[src/rtl/host_cycle_sequencer_if.sv]
// host_cycle_sequencer_if: CPU-side and host-side signals of the host cycle sequencer
interface host_cycle_sequencer_if;
  logic       cpld_phi0;
  logic       cpu_vda;
  logic       cpu_vpa;
  logic       cpu_rnw;
  logic       host_sel;
  logic       cpu_cycle_end;
  logic [7:0] cpld_d;
  logic       cpu_rdy;
  logic       bbc_rnw;
  logic       bbc_addr_en;
  logic       bbc_d_oe;
  logic [7:0] rd_data;
  logic       timeout;
  modport master (
    output cpld_phi0, cpu_vda, cpu_vpa, cpu_rnw, host_sel, cpu_cycle_end, cpld_d,
    input  cpu_rdy, bbc_rnw, bbc_addr_en, bbc_d_oe, rd_data, timeout
  );
  modport slave (
    input  cpld_phi0, cpu_vda, cpu_vpa, cpu_rnw, host_sel, cpu_cycle_end, cpld_d,
    output cpu_rdy, bbc_rnw, bbc_addr_en, bbc_d_oe, rd_data, timeout
  );
endinterface

[src/rtl/host_cycle_sequencer.sv]
// host_cycle_sequencer: stalls the CPU and runs one whole host phi1/phi2 bus cycle per host access
module host_cycle_sequencer #(
  parameter int SYNC_STAGES = 2,
  parameter int HOLD_CYCLES = 1,
  parameter int TIMEOUT     = 255
) (
  input  logic                  hsclk,
  input  logic                  cpld_rstb,
  host_cycle_sequencer_if.slave bus
);
  typedef enum logic [2:0] {IDLE, WAIT_FALL, PHI1, PHI2, HOLD, DONE} state_t;
  state_t st, nxt;
  logic [SYNC_STAGES-1:0] sync;
  logic p0s, p0s_prev, rise, fall, req, rnw_l, abort, active, hold_end;
  logic cpu_rdy, bbc_rnw, bbc_addr_en, bbc_d_oe, timeout;
  logic [7:0] wd, hc, rd_data;
  assign p0s  = sync[SYNC_STAGES-1];
  assign rise = ~p0s_prev & p0s;
  assign fall = p0s_prev & ~p0s;
  assign req  = (bus.cpu_vda | bus.cpu_vpa) & bus.host_sel;
  assign bus.cpu_rdy     = cpu_rdy;
  assign bus.bbc_rnw     = bbc_rnw;
  assign bus.bbc_addr_en = bbc_addr_en;
  assign bus.bbc_d_oe    = bbc_d_oe;
  assign bus.rd_data     = rd_data;
  assign bus.timeout     = timeout;
  // state register; reset drops straight to IDLE so host pins release at once
  always_ff @(posedge hsclk or negedge cpld_rstb)
    if (!cpld_rstb) st <= IDLE;
    else st <= nxt;
  // next state, watchdog abort and host pin enables
  always_comb begin
    nxt      = st;
    abort    = 1'b0;
    active   = st == PHI1 || st == PHI2 || st == HOLD;
    hold_end = st == HOLD && hc == 8'(HOLD_CYCLES - 1);
    case (st)
      IDLE:      nxt = req ? WAIT_FALL : IDLE;
      WAIT_FALL: if (fall) nxt = PHI1; else abort = wd == 8'(TIMEOUT);
      PHI1:      if (rise) nxt = PHI2; else abort = wd == 8'(TIMEOUT);
      PHI2:      if (fall) nxt = HOLD; else abort = wd == 8'(TIMEOUT);
      HOLD:      nxt = hold_end ? DONE : HOLD;
      DONE:      nxt = bus.cpu_cycle_end ? IDLE : DONE;
      default:   nxt = IDLE;
    endcase
    if (abort) nxt = DONE;
    cpu_rdy     = !((st == IDLE && req) || st == WAIT_FALL || active);
    bbc_addr_en = active;
    bbc_d_oe    = (st == PHI2 || st == HOLD) && !rnw_l;
    bbc_rnw     = active ? rnw_l : 1'b1;
  end
  // phi0 synchroniser, watchdog/hold counters, read latch and sticky timeout
  always_ff @(posedge hsclk or negedge cpld_rstb)
    if (!cpld_rstb) begin
      sync     <= '0;
      p0s_prev <= 1'b0;
      rnw_l    <= 1'b1;
      wd       <= '0;
      hc       <= '0;
      rd_data  <= 8'hFF;
      timeout  <= 1'b0;
    end else begin
      sync     <= {sync[SYNC_STAGES-2:0], bus.cpld_phi0};
      p0s_prev <= p0s;
      rnw_l    <= st == IDLE && req ? bus.cpu_rnw : rnw_l;
      wd       <= (st == IDLE && req) || rise || fall ? '0 :
                  (st == WAIT_FALL || st == PHI1 || st == PHI2) ? wd + 8'd1 : wd;
      hc       <= st == HOLD ? hc + 8'd1 : '0;
      rd_data  <= abort ? 8'hFF : st == PHI2 && fall && rnw_l ? bus.cpld_d : rd_data;
      timeout  <= abort | (timeout & ~hold_end);
    end
endmodule
[src/flat_wrapper.sv]
// flat-port wrapper written by rule: the top's interface ports become plain ports
module host_cycle_sequencer_flat 
#(
  parameter int SYNC_STAGES = 2,
  parameter int HOLD_CYCLES = 1,
  parameter int TIMEOUT     = 255
)
  (hsclk, cpld_rstb, bus_cpld_phi0, bus_cpu_vda, bus_cpu_vpa, bus_cpu_rnw, bus_host_sel, bus_cpu_cycle_end, bus_cpld_d, bus_cpu_rdy, bus_bbc_rnw, bus_bbc_addr_en, bus_bbc_d_oe, bus_rd_data, bus_timeout);
  host_cycle_sequencer_if bus_i ();
  input  logic hsclk;
  input  logic cpld_rstb;
  input wire logic [$bits(bus_i.cpld_phi0)-1:0] bus_cpld_phi0;
  input wire logic [$bits(bus_i.cpu_vda)-1:0] bus_cpu_vda;
  input wire logic [$bits(bus_i.cpu_vpa)-1:0] bus_cpu_vpa;
  input wire logic [$bits(bus_i.cpu_rnw)-1:0] bus_cpu_rnw;
  input wire logic [$bits(bus_i.host_sel)-1:0] bus_host_sel;
  input wire logic [$bits(bus_i.cpu_cycle_end)-1:0] bus_cpu_cycle_end;
  input wire logic [$bits(bus_i.cpld_d)-1:0] bus_cpld_d;
  output wire logic [$bits(bus_i.cpu_rdy)-1:0] bus_cpu_rdy;
  output wire logic [$bits(bus_i.bbc_rnw)-1:0] bus_bbc_rnw;
  output wire logic [$bits(bus_i.bbc_addr_en)-1:0] bus_bbc_addr_en;
  output wire logic [$bits(bus_i.bbc_d_oe)-1:0] bus_bbc_d_oe;
  output wire logic [$bits(bus_i.rd_data)-1:0] bus_rd_data;
  output wire logic [$bits(bus_i.timeout)-1:0] bus_timeout;
  assign bus_i.cpld_phi0 = bus_cpld_phi0;
  assign bus_i.cpu_vda = bus_cpu_vda;
  assign bus_i.cpu_vpa = bus_cpu_vpa;
  assign bus_i.cpu_rnw = bus_cpu_rnw;
  assign bus_i.host_sel = bus_host_sel;
  assign bus_i.cpu_cycle_end = bus_cpu_cycle_end;
  assign bus_i.cpld_d = bus_cpld_d;
  assign bus_cpu_rdy = bus_i.cpu_rdy;
  assign bus_bbc_rnw = bus_i.bbc_rnw;
  assign bus_bbc_addr_en = bus_i.bbc_addr_en;
  assign bus_bbc_d_oe = bus_i.bbc_d_oe;
  assign bus_rd_data = bus_i.rd_data;
  assign bus_timeout = bus_i.timeout;
  host_cycle_sequencer #(.SYNC_STAGES(SYNC_STAGES), .HOLD_CYCLES(HOLD_CYCLES), .TIMEOUT(TIMEOUT)) u_core (.hsclk(hsclk), .cpld_rstb(cpld_rstb), .bus(bus_i));
endmodule
[config.mk]
export PLATFORM = sky130hd
export DESIGN_NAME = host_cycle_sequencer_flat
export DESIGN_NICKNAME = d
export VERILOG_FILES = /design/src/rtl/host_cycle_sequencer_if.sv /design/src/rtl/host_cycle_sequencer.sv /design/src/flat_wrapper.sv
export SDC_FILE = /design/constraint.sdc
export NUM_CORES = 1
export LEC_CHECK = 0
export CORE_MARGIN = 10
export CORE_UTILIZATION = 35
export CTS_BUF_LIST = sky130_fd_sc_hd__clkbuf_8
export DETAILED_ROUTE_END_ITERATION = 10
export GPL_ROUTABILITY_DRIVEN = 0
export PLACE_DENSITY = 0.69
export SKIP_CTS_REPAIR_TIMING = 1
export SLEW_MARGIN = 20
export SYNTH_ARGS = -nofsm -noshare
export SYNTH_HDL_FRONTEND = slang
export SYNTH_SLANG_ARGS = --single-unit
[constraint.sdc]
create_clock -name hsclk -period 4.8 [get_ports hsclk]
set_input_delay 0.48 -clock hsclk [delete_from_list [all_inputs] [get_ports hsclk]]
set_output_delay 0.48 -clock hsclk [all_outputs]
set_load 0.03 [all_outputs]
==> impl_table.tex, run 1 <==
\begin{tabular}{lr}
\hline
Metric & Value \\
\hline
\multicolumn{2}{l}{\textbf{Run status}} \\
\quad Status & finished clean \\
\multicolumn{2}{l}{\textbf{Routing}} \\
\quad Total length of routed wires & 3.22 mm \\
\quad Via/cell ratio & 4.96 \\
\quad First-iteration detailed-routing DRC count & between 90 and 100 \\
\quad Number of remaining DRC errors & 0 \\
\quad Pre-Repair DR Iteration Count & 4 \\
\quad Antenna-violating nets left & 0 \\
\quad WL per Instance & between 10 and 15 um \\
\quad Total via count after detailed routing & approximately 1200 \\
\multicolumn{2}{l}{\textbf{GRT}} \\
\quad Layer with the highest usage & met2 \\
\quad Met1 demand-to-capacity share in global routing & 0.116 \\
\quad Global-route usage over all layers & 0.0918 \\
\quad Via count of the first global-routing pass & between 1000 and 1500 \\
\quad Met3 global-route usage & 0.0427 \\
\quad First-pass GRT wire length & about 5.6 mm \\
\quad Met2 GRT Util & 0.130 \\
\quad Pin count of the biggest net entering global routing & 33 \\
\quad Number of antenna violations at the first check in global routing & 0 \\
\quad Grt ovf & 0 \\
\multicolumn{2}{l}{\textbf{Worst setup path}} \\
\quad CP arrival & between 2000 and 2500 ps \\
\quad Capture point of the worst reg-to-reg path & u\_core.st[0] \\
\quad Category of the critical setup timing path & reg2out \\
\quad Critical R2R Launch & u\_core.st[0] \\
\quad Setup slack of the worst register-to-register path & 2780 ps \\
\quad Category of the worst setup path capture point & output pin \\
\quad Required time of the critical path & approximately 4300 ps \\
\quad Critical path fanouts, max & 13 \\
\quad Setup crit start kind & register \\
\quad Number of cells on the worst reg-to-reg path & 4 \\
\multicolumn{2}{l}{\textbf{Timing}} \\
\quad Worst hold-check slack & 348 ps \\
\quad Final setup violation count & 0 \\
\quad Setup TNS Final & 0 ps \\
\quad Unrepaired setup endpoints after global routing & no \\
\quad Max Clock Freq & $\sim$360 MHz \\
\quad Final period utilization & 0.580 \\
\quad Time the final worst path needs with I/O delays and setup & 2790 ps \\
\quad Endpoints failing hold & 0 \\
\quad Slew of the pin with the lowest slew margin & 797 ps \\
\quad Slew HR & 0.466 \\
\quad Slew Viols, Final & 0 \\
\quad Clock Skew & about 7.3 ps \\
\multicolumn{2}{l}{\textbf{Synth}} \\
\quad Top-count cell post-synth & sky130\_fd\_sc\_hd\_\_dfrtp\_1 \\
\quad Number of distinct standard cells referenced by the synthesized netlist & $\sim$40 \\
\quad Dominant cell type by area after synthesis & sky130\_fd\_sc\_hd\_\_dfrtp\_1 \\
\quad Post-synthesis instance area & about 1600 um\^{}2 \\
\quad Gate count of the mapped netlist & about 160 \\
\quad Syn nets & roughly 170 \\
\quad Synth warnings & 0 \\
\quad Synthesis-stage register bit count & 32 \\
\quad Proportion of synthesized flip-flops having asynchronous set or reset & 1.00 \\
\quad Number of enable flip-flop cells after synthesis & 0 \\
\quad Seq/Total Area, Yosys & 0.506 \\
\quad Ranking of synthesized cells by area & sky130\_fd\_sc\_hd\_\_dfrtp\_1, sky130\_fd\_sc\_hd\_\_dfstp\_2, sky130\_fd\_sc\_hd\_\_mux2i\_1, sky130\_fd\_sc\_hd\_\_nand2\_1, sky130\_fd\_sc\_hd\_\_nor2\_1 \\
\quad Top cell types by occurrence after synthesis & sky130\_fd\_sc\_hd\_\_dfrtp\_1, sky130\_fd\_sc\_hd\_\_nand2\_1, sky130\_fd\_sc\_hd\_\_nor2\_1, sky130\_fd\_sc\_hd\_\_dfstp\_2 \\
\quad Mean Syn Cell Area & 10.3 um\^{}2 \\
\quad Most used flip-flop cell after synthesis & sky130\_fd\_sc\_hd\_\_dfrtp\_1 \\
\quad Top-area cell type share of the netlist area & 0.359 \\
\multicolumn{2}{l}{\textbf{Place}} \\
\quad Area of placed instances & between 1500 and 2000 um\^{}2 \\
\quad Half-perimeter wire length after placement & between 2 and 2.5 mm \\
\quad Number of buffers added on ports & 28 \\
\quad Post-Place Cells & 230 \\
\multicolumn{2}{l}{\textbf{Floorplan}} \\
\quad Standard cell core area & approximately 4400 um\^{}2 \\
\quad DIE AREA & approximately 7700 um\^{}2 \\
\quad Io pins & 29 \\
\quad Die Y-Extent & about 88 um \\
\quad Number of standard-cell rows in the floorplan & 24 \\
\quad Overall die width & 87.7 um \\
\quad Starting density of the core & 0.366 \\
\multicolumn{2}{l}{\textbf{Power}} \\
\quad Largest vdd supply drop & 0.292 mV \\
\quad Net Sw Frac & 0.369 \\
\quad Share of power burned in combinational logic & 0.414 \\
\quad Seq pwr share & 0.357 \\
\quad Power density of the placed cells & $\sim$590 nW/um\^{}2 \\
\quad Leakage power figure & roughly 0.83 nW \\
\quad Relative contribution of the clock network to total power & 0.229 \\
\quad Cell internal power dissipation & roughly 760 uW \\
\quad Switching Power & roughly 450 uW \\
\multicolumn{2}{l}{\textbf{Final layout}} \\
\quad Post-layout instance area & 2050 um\^{}2 \\
\quad Post-route non-filler standard cell count & about 240 \\
\quad Share of final-layout standard cells stronger than drive strength 1 & 0.145 \\
\quad Nets & $\sim$200 \\
\quad Synthesis-to-finish area growth & 27.7\% \\
\quad N\_diodes & 0 \\
\multicolumn{2}{l}{\textbf{Run}} \\
\quad Max-cap violations & 0 \\
\multicolumn{2}{l}{\textbf{Clock network}} \\
\quad Maximum count of clock buffers along a single path & 2 \\
\quad Maximum level of the CTS H-tree & 2 \\
\quad Clock tree from TritonCTS & done \\
\quad Sinks on the clock net & 32 \\
\quad Root buf cell & sky130\_fd\_sc\_hd\_\_clkbuf\_8 \\
\quad Worst-Skew Late Latency & roughly 280 ps \\
\quad CTS Buf Count & 5 \\
\quad Clock transition at the registers of the reported paths & approximately 60 ps \\
\multicolumn{2}{l}{\textbf{Hold path}} \\
\quad Endpoint of the worst hold-timing path & u\_core.sync[1] \\
\quad Hold crit path type & reg2reg \\
\quad WHS Path Cells & 0 \\
\quad Launch point of the worst hold path & u\_core.sync[0] \\
\hline
\end{tabular}
-- layout by cell type (no fill, tap or decap), types with 3 or more instances in the layout --
| master | n |
|---|---|
| sky130_fd_sc_hd__xor2_1 | 7 |
| sky130_fd_sc_hd__nor3_1 | 4 |
| sky130_fd_sc_hd__clkbuf_8 | 7 |
| sky130_fd_sc_hd__clkdlybuf4s50_1 | 28 |
| sky130_fd_sc_hd__nor2_1 | 18 |
| sky130_fd_sc_hd__and3_1 | 3 |
| sky130_fd_sc_hd__mux2i_1 | 8 |
| sky130_fd_sc_hd__nand2_1 | 18 |
| sky130_fd_sc_hd__dfstp_2 | 9 |
| sky130_fd_sc_hd__nand2b_1 | 8 |
| sky130_fd_sc_hd__nand3_1 | 7 |
| sky130_fd_sc_hd__nor2b_1 | 4 |
| sky130_fd_sc_hd__ha_1 | 3 |
| sky130_fd_sc_hd__a21oi_1 | 4 |
| sky130_fd_sc_hd__xnor2_1 | 7 |
| sky130_fd_sc_hd__dfrtp_1 | 23 |
-- kinds of logic after synthesis --
kind of cell / Yosys count / synth area share
flops: 32 / 0.506
buf+inv: 8 / 0.0265
xor+xnor: 14 / 0.0764
compound gates: 16 / 0.0702
mux: 9 / 0.0569
simple gates: 73 / 0.240
fa+ha+maj: 3 / 0.0234
-- area by class of cell --
| type | count | area, um^2 |
|---|---|---|
| Clock buffer | 7 | 96.3 |
| Clock inverter | 1 | 30.0 |
| Fill cell | 405 | 2340 |
| Inverter | 2 | 7.51 |
| Multi-Input combinational cell | 115 | 749 |
| Sequential cell | 32 | 812 |
| Tap cell | 52 | 65.1 |
| Timing Repair Buffer | 29 | 288 |
-- worst max-delay path by stage --
| stage | startpoint | endpoint | slack (ps) | cells after the start |
|---|---|---|---|---|
| 2_1_floorplan | u_core.st[1] | bus_bbc_rnw | 2790 | 5 |
| 3_3_place_gp | bus_cpu_vpa | bus_cpu_rdy | 2300 | 5 |
| 3_5_place_dp | bus_cpu_vpa | bus_cpu_rdy | 2290 | 5 |
| 4_1_cts | u_core.st[0] | bus_bbc_d_oe | 2000 | 3 |
| 5_1_grt | u_core.st[2] | bus_bbc_d_oe | 1840 | 3 |
| 6_report | u_core.st[0] | bus_bbc_d_oe | 2010 | 3 |
-- worst max-delay path, stage by stage, from the launching register on --
cell                              delay (ps)
sky130_fd_sc_hd__dfrtp_1                 530
sky130_fd_sc_hd__or3b_1                  600
sky130_fd_sc_hd__a21oi_1                 190
sky130_fd_sc_hd__clkdlybuf4s50_1         710
-- sequential cells by signal (all words and copies together), names as in the netlist --
register            count
u_core.bus.rd_data      8
u_core.bus.timeout      1
u_core.hc               8
u_core.p0s_prev         1
u_core.rnw_l            1
u_core.st               3
u_core.sync             2
u_core.wd               8
-- metrics by stage --
stage / setup WS [ps] / total power [mW] / util
6_report: 2010 / 1.21 / 0.467
5_1_grt: 1840 / 1.30 / 0.467
4_1_cts: 2000 / 1.22 / 0.467
3_5_place_dp: 2290 / 0.939 / 0.438
3_3_place_gp: 2300 / 0.934 / 0.438
2_1_floorplan: 2790 / 0.763 / -
-- power groups by stage --
| stage | sequential [mW] | clock (mW) | combinational [mW] |
|---|---|---|---|
| finish | 0.431 | 0.277 | 0.500 |
| detailed placement | 0.433 | 0 | 0.505 |
| floorplan | 0.467 | 0 | 0.296 |
| CTS | 0.431 | 0.286 | 0.507 |
| global route | 0.446 | 0.301 | 0.553 |
| global placement | 0.435 | 0 | 0.499 |
-- routing by layer --
layer	up-vias	share of wire	wire length [um]
met5	-	0	0
met4	0	0.011	36
met3	2	0.092	295
met2	33	0.42	1370
met1	564	0.47	1520
li1	581	-	-
(Power assumes the default switching activity.)
==> inputs of run 2 (changes only) <==
--- a/config.mk
+++ b/config.mk
@@ -10,7 +10,7 @@
 export CTS_BUF_LIST = sky130_fd_sc_hd__clkbuf_8
 export DETAILED_ROUTE_END_ITERATION = 10
 export GPL_ROUTABILITY_DRIVEN = 0
-export PLACE_DENSITY = 0.69
+export PLACE_DENSITY = 0.71
 export SKIP_CTS_REPAIR_TIMING = 1
 export SLEW_MARGIN = 20
 export SYNTH_ARGS = -nofsm -noshare
==> constraint.sdc (replaced) <==
create_clock -name hsclk -period 2.5 [get_ports hsclk]
set_input_delay 0.25 -clock hsclk [delete_from_list [all_inputs] [get_ports hsclk]]
set_output_delay 0.25 -clock hsclk [all_outputs]
set_load 0.03 [all_outputs]
==> run 2 against run 1 <==
Against the previous run: clock-buffer cell count stayed put; register-to-register slack got worse by 2200 ps; clock power grew 96%; worst setup slack got worse by 1900 ps; global-route usage up 0.31 points; via count up 2.9%; power grew 97%; largest cell class unchanged; sequential cell count unchanged; first-iteration DRC count decreased by 22%; largest power group unchanged.
==> impl_table.tex, run 2 (synthesis gave the netlist of run 1 again) <==
\begin{tabular}{lr}
\hline
Metric & Value \\
\hline
\multicolumn{2}{l}{\textbf{Routing}} \\
\quad Number of remaining DRC errors & 0 (unchanged) \\
\quad WL per Instance & 14.0 um (was 13.5 um) \\
\quad Antenna-violating nets left & 0 (unchanged) \\
\quad Pre-Repair DR Iteration Count & 4 (unchanged) \\
\quad First-iteration detailed-routing DRC count & 77 (was 99) \\
\quad Total via count after detailed routing & 1214 (was 1180) \\
\quad Total length of routed wires & 3.39 mm (was 3.22 mm) \\
\quad Via/cell ratio & 5.02 (was 4.96) \\
\multicolumn{2}{l}{\textbf{Clock network}} \\
\quad Clock transition at the registers of the reported paths & 70 ps (was 60 ps) \\
\quad Root buf cell & sky130\_fd\_sc\_hd\_\_clkbuf\_8 (unchanged) \\
\quad Maximum level of the CTS H-tree & 2 (unchanged) \\
\quad CTS Buf Count & 5 (unchanged) \\
\quad Sinks on the clock net & 32 (unchanged) \\
\quad Worst-Skew Late Latency & 290 ps (was 280 ps) \\
\quad Maximum count of clock buffers along a single path & 2 (unchanged) \\
\quad Clock tree from TritonCTS & done (unchanged) \\
\multicolumn{2}{l}{\textbf{Worst setup path}} \\
\quad Required time of the critical path & 2250 ps (was 4320 ps) \\
\quad Setup slack of the worst register-to-register path & 580 ps (was 2780 ps) \\
\quad CP Launch Point & u\_core.st[0] (unchanged) \\
\quad Critical R2R Launch & u\_core.st[2] (was u\_core.st[0]) \\
\quad CP arrival & 2110 ps (was 2310 ps) \\
\quad Cell with the largest stage delay on the worst path & sky130\_fd\_sc\_hd\_\_clkdlybuf4s50\_1 (unchanged) \\
\quad Capture point of the worst reg-to-reg path & u\_core.st[0] (unchanged) \\
\quad Category of the worst setup path capture point & output pin (unchanged) \\
\quad Number of cells on the worst reg-to-reg path & 5 (was 4) \\
\quad Category of the critical setup timing path & reg2out (unchanged) \\
\quad Critical path fanouts, max & 10 (was 13) \\
\quad Crit path max-delay family & buffers and inverters (unchanged) \\
\quad Delay contributed by the slowest stage of the critical path & 690 ps (was 710 ps) \\
\quad Worst path bufs/invs & 1 (unchanged) \\
\quad Setup crit start kind & register (unchanged) \\
\quad Cell-by-cell listing of the critical path & or3b\_1 > a21oi\_1 > clkdlybuf4s50\_1 (unchanged) \\
\multicolumn{2}{l}{\textbf{Final layout}} \\
\quad Share of final-layout standard cells stronger than drive strength 1 & 0.163 (was 0.145) \\
\quad N\_diodes & 0 (unchanged) \\
\quad Nets & 208 (was 204) \\
\quad Commonest non-fill, non-tap cells in the layout & sky130\_fd\_sc\_hd\_\_clkdlybuf4s50\_1, sky130\_fd\_sc\_hd\_\_dfrtp\_1, sky130\_fd\_sc\_hd\_\_nor2\_1, sky130\_fd\_sc\_hd\_\_nand2\_1, sky130\_fd\_sc\_hd\_\_dfstp\_2 (unchanged) \\
\quad Number of fill cells & 415 (was 405) \\
\quad Post-route non-filler standard cell count & 242 (was 238) \\
\quad Most common library cell in the layout ignoring fill and taps & sky130\_fd\_sc\_hd\_\_clkdlybuf4s50\_1 (unchanged) \\
\quad Synthesis-to-finish area growth & 29.6\% (was 27.7\%) \\
\quad Registers with the most flip-flops & u\_core.bus.rd\_data: 8 flops, u\_core.hc: 8 flops, u\_core.wd: 8 flops (unchanged) \\
\multicolumn{2}{l}{\textbf{Timing}} \\
\quad Setup TNS Final & 0 ps (unchanged) \\
\quad Unrepaired setup endpoints after global routing & no (unchanged) \\
\quad Slew of the pin with the lowest slew margin & 435 ps (was 797 ps) \\
\quad Slew Viols, Final & 0 (unchanged) \\
\quad Final period utilization & 0.945 \\
\quad Time the final worst path needs with I/O delays and setup & about 2400 ps \\
\quad Max Clock Freq & $\sim$420 MHz \\
\quad Slew HR & 0.709 (was 0.466) \\
\quad Final setup violation count & 0 (unchanged) \\
\quad Endpoints failing hold & 0 (unchanged) \\
\quad Clock Skew & 9.94 ps (was 7.30 ps) \\
\multicolumn{2}{l}{\textbf{Place}} \\
\quad Post-Place Cells & 234 (was 230) \\
\quad Number of buffers added on ports & 28 (unchanged) \\
\quad Half-perimeter wire length after placement & 2.44 mm (was 2.37 mm) \\
\multicolumn{2}{l}{\textbf{GRT}} \\
\quad Via count of the first global-routing pass & 1243 (was 1208) \\
\quad Pin count of the biggest net entering global routing & 33 (unchanged) \\
\quad Global-route usage over all layers & 0.0949 (was 0.0918) \\
\quad First-pass GRT wire length & 5.80 mm (was 5.63 mm) \\
\quad Number of antenna violations at the first check in global routing & 0 (unchanged) \\
\quad Grt ovf & 0 (unchanged) \\
\multicolumn{2}{l}{\textbf{Run status}} \\
\quad Status & finished clean (unchanged) \\
\multicolumn{2}{l}{\textbf{Power}} \\
\quad Final total power & 2.38 mW (was 1.21 mW) \\
\quad Largest vdd supply drop & 0.813 mV (was 0.292 mV) \\
\quad Leakage power figure & 0.853 nW (was 0.833 nW) \\
\quad Power density of the placed cells & 1150 nW/um\^{}2 (was 590 nW/um\^{}2) \\
\multicolumn{2}{l}{\textbf{Run}} \\
\quad Max-cap violations & 0 (unchanged) \\
\multicolumn{2}{l}{\textbf{Floorplan}} \\
\quad Io pins & 29 (unchanged) \\
\quad Starting density of the core & 0.366 (unchanged) \\
\quad Overall die width & 87.7 um (unchanged) \\
\quad Die Y-Extent & 87.7 um (unchanged) \\
\quad Standard cell core area & 4380 um\^{}2 (unchanged) \\
\quad DIE AREA & 7690 um\^{}2 (unchanged) \\
\quad Number of standard-cell rows in the floorplan & 24 (unchanged) \\
\multicolumn{2}{l}{\textbf{Hold path}} \\
\quad Hold crit path type & in2async (was reg2reg) \\
\hline
\end{tabular}
## run 2: cell types whose count changed in the layout (fill, tap and decap cells not counted)
| cell | before | now |
|---|---|---|
| sky130_fd_sc_hd__buf_4 | 1 | 5 |
## run 2: how the worst max path moves through the flow
stage                   endpoint  slack, ps  cells past startpoint
finish              bus_bbc_d_oe        140                      3
global route        bus_bbc_d_oe         40                      3
CTS                 bus_bbc_d_oe        130                      3
detailed placement   bus_cpu_rdy        420                      5
global placement     bus_cpu_rdy        460                      5
floorplan            bus_bbc_rnw        720                      5
## run 2: through the flow
stage | setup slack [ps] | utilization | instance area [um^2] | hold WS (ps)
after floorplan | 722 | - | 1600 | -45.6
after global placement | 456 | 0.445 | 1950 | 337
after detailed placement | 418 | 0.445 | 1950 | 337
after CTS | 126 | 0.474 | 2080 | 359
after global routing | 37.4 | 0.474 | 2080 | 376
final | 138 | 0.474 | 2080 | 356
## run 2: layout make-up
| cell class | count | area [um^2] | area share |
|---|---|---|---|
| Tap cell | 52 | 65.1 | 0.0313 |
| Clock buffer | 7 | 96.3 | 0.0464 |
| Inverter | 2 | 7.51 | 0.00361 |
| Clock inverter | 1 | 30.0 | 0.0144 |
| Sequential cell | 32 | 812 | 0.391 |
| Multi-Input combinational cell | 115 | 749 | 0.361 |
| Timing Repair Buffer | 33 | 318 | 0.153 |
## run 2: report_power, final
group	internal [mW]	switching, mW	leakage (nW)
clock	0.352	0.192	0.0645
sequential	0.686	0.0810	0.402
combinational	0.460	0.609	0.386
total	1.50	0.882	0.853
## run 2: routing by layer
layer	GRT usage	wire [um]	vias up
met5	0	0	-
li1	-	-	595
met4	0.0565	81	0
met2	0.134	1400	41
met1	0.119	1600	572
met3	0.0381	303	6
==> inputs of run 3 (changes only) <==
--- a/config.mk
+++ b/config.mk
@@ -8,9 +8,11 @@
 export CORE_MARGIN = 10
 export CORE_UTILIZATION = 35
 export CTS_BUF_LIST = sky130_fd_sc_hd__clkbuf_8
+export CTS_CLUSTER_DIAMETER = 100
 export DETAILED_ROUTE_END_ITERATION = 10
 export GPL_ROUTABILITY_DRIVEN = 0
-export PLACE_DENSITY = 0.71
+export PLACE_DENSITY = 0.56
+export SETUP_SLACK_MARGIN = 0.05
 export SKIP_CTS_REPAIR_TIMING = 1
 export SLEW_MARGIN = 20
 export SYNTH_ARGS = -nofsm -noshare
==> run 3 against run 2 <==
Against the previous run: clock power decreased by 28%; worst setup slack better by 23 ps; global-route usage is 0.17 points higher; sequential power shrank 0.9%; register-to-register slack about the same; wire length increased by 4.7%; hold slack got worse by 10 ps; clock skew grew 1.3 ps; critical endpoint unchanged.
==> impl_table.tex, run 3 (synthesis gave the netlist of run 1 again) <==
\begin{tabular}{lr}
\hline
Metric & Value \\
\hline
\multicolumn{2}{l}{\textbf{Clock network}} \\
\quad Clock tree from TritonCTS & done (unchanged) \\
\quad Maximum level of the CTS H-tree & 2 (unchanged) \\
\quad CTS Buf Count & 5 (unchanged) \\
\quad Root buf cell & sky130\_fd\_sc\_hd\_\_clkbuf\_8 (unchanged) \\
\quad Maximum count of clock buffers along a single path & 2 (unchanged) \\
\quad Worst-Skew Late Latency & 280 ps (was 290 ps) \\
\quad Clock transition at the registers of the reported paths & 60 ps (was 70 ps) \\
\quad Sinks on the clock net & 32 (unchanged) \\
\multicolumn{2}{l}{\textbf{Floorplan}} \\
\quad Starting density of the core & 0.366 (unchanged) \\
\quad Number of standard-cell rows in the floorplan & 24 (unchanged) \\
\quad DIE AREA & 7690 um\^{}2 (unchanged) \\
\quad Die Y-Extent & 87.7 um (unchanged) \\
\quad Standard cell core area & 4380 um\^{}2 (unchanged) \\
\quad Io pins & 29 (unchanged) \\
\quad Overall die width & 87.7 um (unchanged) \\
\multicolumn{2}{l}{\textbf{Timing}} \\
\quad Unrepaired setup endpoints after global routing & no (unchanged) \\
\quad Setup TNS Final & 0 ps (unchanged) \\
\quad Clock Skew & 11.3 ps (was 9.94 ps) \\
\quad Final period utilization & 0.936 (was 0.945) \\
\quad Slew Viols, Final & 0 (unchanged) \\
\quad Max Clock Freq & 427 MHz (was 423 MHz) \\
\quad Slew of the pin with the lowest slew margin & 428 ps (was 435 ps) \\
\quad Time the final worst path needs with I/O delays and setup & 2340 ps (was 2360 ps) \\
\quad Slew HR & 0.714 (was 0.709) \\
\quad Endpoints failing hold & 0 (unchanged) \\
\quad Post-route setup slack & 160 ps (was 138 ps) \\
\quad Final setup violation count & 0 (unchanged) \\
\multicolumn{2}{l}{\textbf{Worst setup path}} \\
\quad Required time of the critical path & 2250 ps (about the same) \\
\quad Setup crit start kind & register (unchanged) \\
\quad Category of the worst setup path capture point & output pin (unchanged) \\
\quad CP endpoint & bus\_bbc\_d\_oe (unchanged) \\
\quad Number of cells on the worst reg-to-reg path & 5 (unchanged) \\
\quad Category of the critical setup timing path & reg2out (unchanged) \\
\quad Setup slack of the worst register-to-register path & 570 ps (was 580 ps) \\
\quad CP arrival & 2090 ps (was 2110 ps) \\
\quad Critical path fanouts, max & 10 (unchanged) \\
\quad Critical R2R Launch & u\_core.st[2] (unchanged) \\
\quad CP Launch Point & u\_core.st[0] (unchanged) \\
\quad Capture point of the worst reg-to-reg path & u\_core.st[0] (unchanged) \\
\multicolumn{2}{l}{\textbf{GRT}} \\
\quad Number of antenna violations at the first check in global routing & 0 (unchanged) \\
\quad Pin count of the biggest net entering global routing & 33 (unchanged) \\
\quad First-pass GRT wire length & 5.97 mm (was 5.80 mm) \\
\quad Grt ovf & 0 (unchanged) \\
\quad Via count of the first global-routing pass & 1238 (was 1243) \\
\quad Global-route usage over all layers & 0.0966 (was 0.0949) \\
\multicolumn{2}{l}{\textbf{Place}} \\
\quad Number of buffers added on ports & 28 (unchanged) \\
\quad Minimum setup slack after placement & 382 ps (was 418 ps) \\
\quad Half-perimeter wire length after placement & 2.71 mm (was 2.44 mm) \\
\quad Area of placed instances & 1950 um\^{}2 (unchanged) \\
\multicolumn{2}{l}{\textbf{Run status}} \\
\quad Status & finished clean (unchanged) \\
\multicolumn{2}{l}{\textbf{Final layout}} \\
\quad Number of fill cells & 402 (was 415) \\
\quad Post-layout instance area & 2040 um\^{}2 (was 2080 um\^{}2) \\
\quad Commonest non-fill, non-tap cells in the layout & sky130\_fd\_sc\_hd\_\_clkdlybuf4s50\_1, sky130\_fd\_sc\_hd\_\_dfrtp\_1, sky130\_fd\_sc\_hd\_\_nor2\_1, sky130\_fd\_sc\_hd\_\_nand2\_1, sky130\_fd\_sc\_hd\_\_dfstp\_2 (unchanged) \\
\quad Nets & 208 (unchanged) \\
\quad Synthesis-to-finish area growth & 27.3\% (was 29.6\%) \\
\quad Share of final-layout standard cells stronger than drive strength 1 & 0.153 (was 0.163) \\
\quad Registers with the most flip-flops & u\_core.bus.rd\_data: 8 flops, u\_core.hc: 8 flops, u\_core.wd: 8 flops (unchanged) \\
\quad N\_diodes & 0 (unchanged) \\
\quad Most common library cell in the layout ignoring fill and taps & sky130\_fd\_sc\_hd\_\_clkdlybuf4s50\_1 (unchanged) \\
\multicolumn{2}{l}{\textbf{Hold path}} \\
\quad Hold crit path type & reg2reg (was in2async) \\
\multicolumn{2}{l}{\textbf{Power}} \\
\quad Seq pwr share & 0.340 (was 0.322) \\
\quad Share of power burned in combinational logic & 0.484 (was 0.449) \\
\quad Switching Power & 868 uW (was 882 uW) \\
\quad Net Sw Frac & 0.389 (was 0.371) \\
\quad Relative contribution of the clock network to total power & 0.176 (was 0.228) \\
\quad Leakage power figure & 0.843 nW (was 0.853 nW) \\
\quad Largest vdd supply drop & 0.592 mV (was 0.813 mV) \\
\quad Cell internal power dissipation & 1.36 mW (was 1.50 mW) \\
\quad Power density of the placed cells & 1090 nW/um\^{}2 (was 1150 nW/um\^{}2) \\
\multicolumn{2}{l}{\textbf{Run}} \\
\quad Max-cap violations & 0 (unchanged) \\
\multicolumn{2}{l}{\textbf{Routing}} \\
\quad Total length of routed wires & 3.54 mm (was 3.39 mm) \\
\quad Antenna-violating nets left & 0 (unchanged) \\
\quad Via/cell ratio & 4.94 (was 5.02) \\
\quad Number of remaining DRC errors & 0 (unchanged) \\
\quad Pre-Repair DR Iteration Count & 4 (unchanged) \\
\quad Total via count after detailed routing & 1196 (was 1214) \\
\quad WL per Instance & 14.6 um (was 14.0 um) \\
\quad First-iteration detailed-routing DRC count & 114 (was 77) \\
\hline
\end{tabular}
-- run 3: changes by cell type in the layout (fill, tap and decap cells not counted), sizes merged --
cell | before | now
bufinv | 1 | 0
clkbuf | 7 | 6
inv | 2 | 4
-- run 3: worst max-delay path: stages (launching register included) --
cell and delay [ps]:
sky130_fd_sc_hd__dfrtp_1 380, sky130_fd_sc_hd__or3b_1 540, sky130_fd_sc_hd__a21oi_1 190, sky130_fd_sc_hd__clkdlybuf4s50_1 690
-- run 3: cell type report --
| type | count | area (um^2) | area share |
|---|---|---|---|
| Clock buffer | 6 | 82.6 | 0.0404 |
| Clock inverter | 2 | 7.51 | 0.00368 |
| Inverter | 2 | 7.51 | 0.00368 |
| Multi-Input combinational cell | 115 | 749 | 0.367 |
| Sequential cell | 32 | 812 | 0.398 |
| Tap cell | 52 | 65.1 | 0.0319 |
| Timing Repair Buffer | 33 | 318 | 0.156 |
-- run 3: worst min path at each step --
stage / from / end / slack [ps] / depth (start not counted)
3_3_place_gp: u_core.sync[0] / u_core.sync[1] / 330 / 0
4_1_cts: u_core.sync[0] / u_core.sync[1] / 350 / 0
6_report: u_core.sync[0] / u_core.sync[1] / 350 / 0
2_1_floorplan: cpld_rstb / u_core.bus.timeout / -50 / 0
5_1_grt: u_core.sync[0] / u_core.sync[1] / 360 / 0
3_5_place_dp: u_core.sync[0] / u_core.sync[1] / 340 / 0
-- run 3: metrics by stage --
stage,instances,utilization,power [mW],hold WS [ps]
finish,242,0.466,2.23,345
detailed placement,234,0.445,1.86,336
CTS,242,0.466,2.26,349
global route,242,0.466,2.39,364
floorplan,155,-,1.46,-45.6
global placement,234,0.445,1.83,333
-- run 3: power groups by stage --
stage	logic (mW)	registers (mW)	clock network, mW
floorplan	0.568	0.897	0
detailed placement	1.09	0.770	0
CTS	1.09	0.763	0.404
finish	1.08	0.760	0.392
global placement	1.07	0.762	0
global route	1.18	0.777	0.432
-- run 3: per-layer routing --
layer  global-route usage  up-vias  part of all wire
li1                     -      590                 -
met1                0.116      588              0.42
met2                0.162       16              0.53
met3               0.0306        2             0.043
met4               0.0261        0            0.0059
met5                    0        -                 0
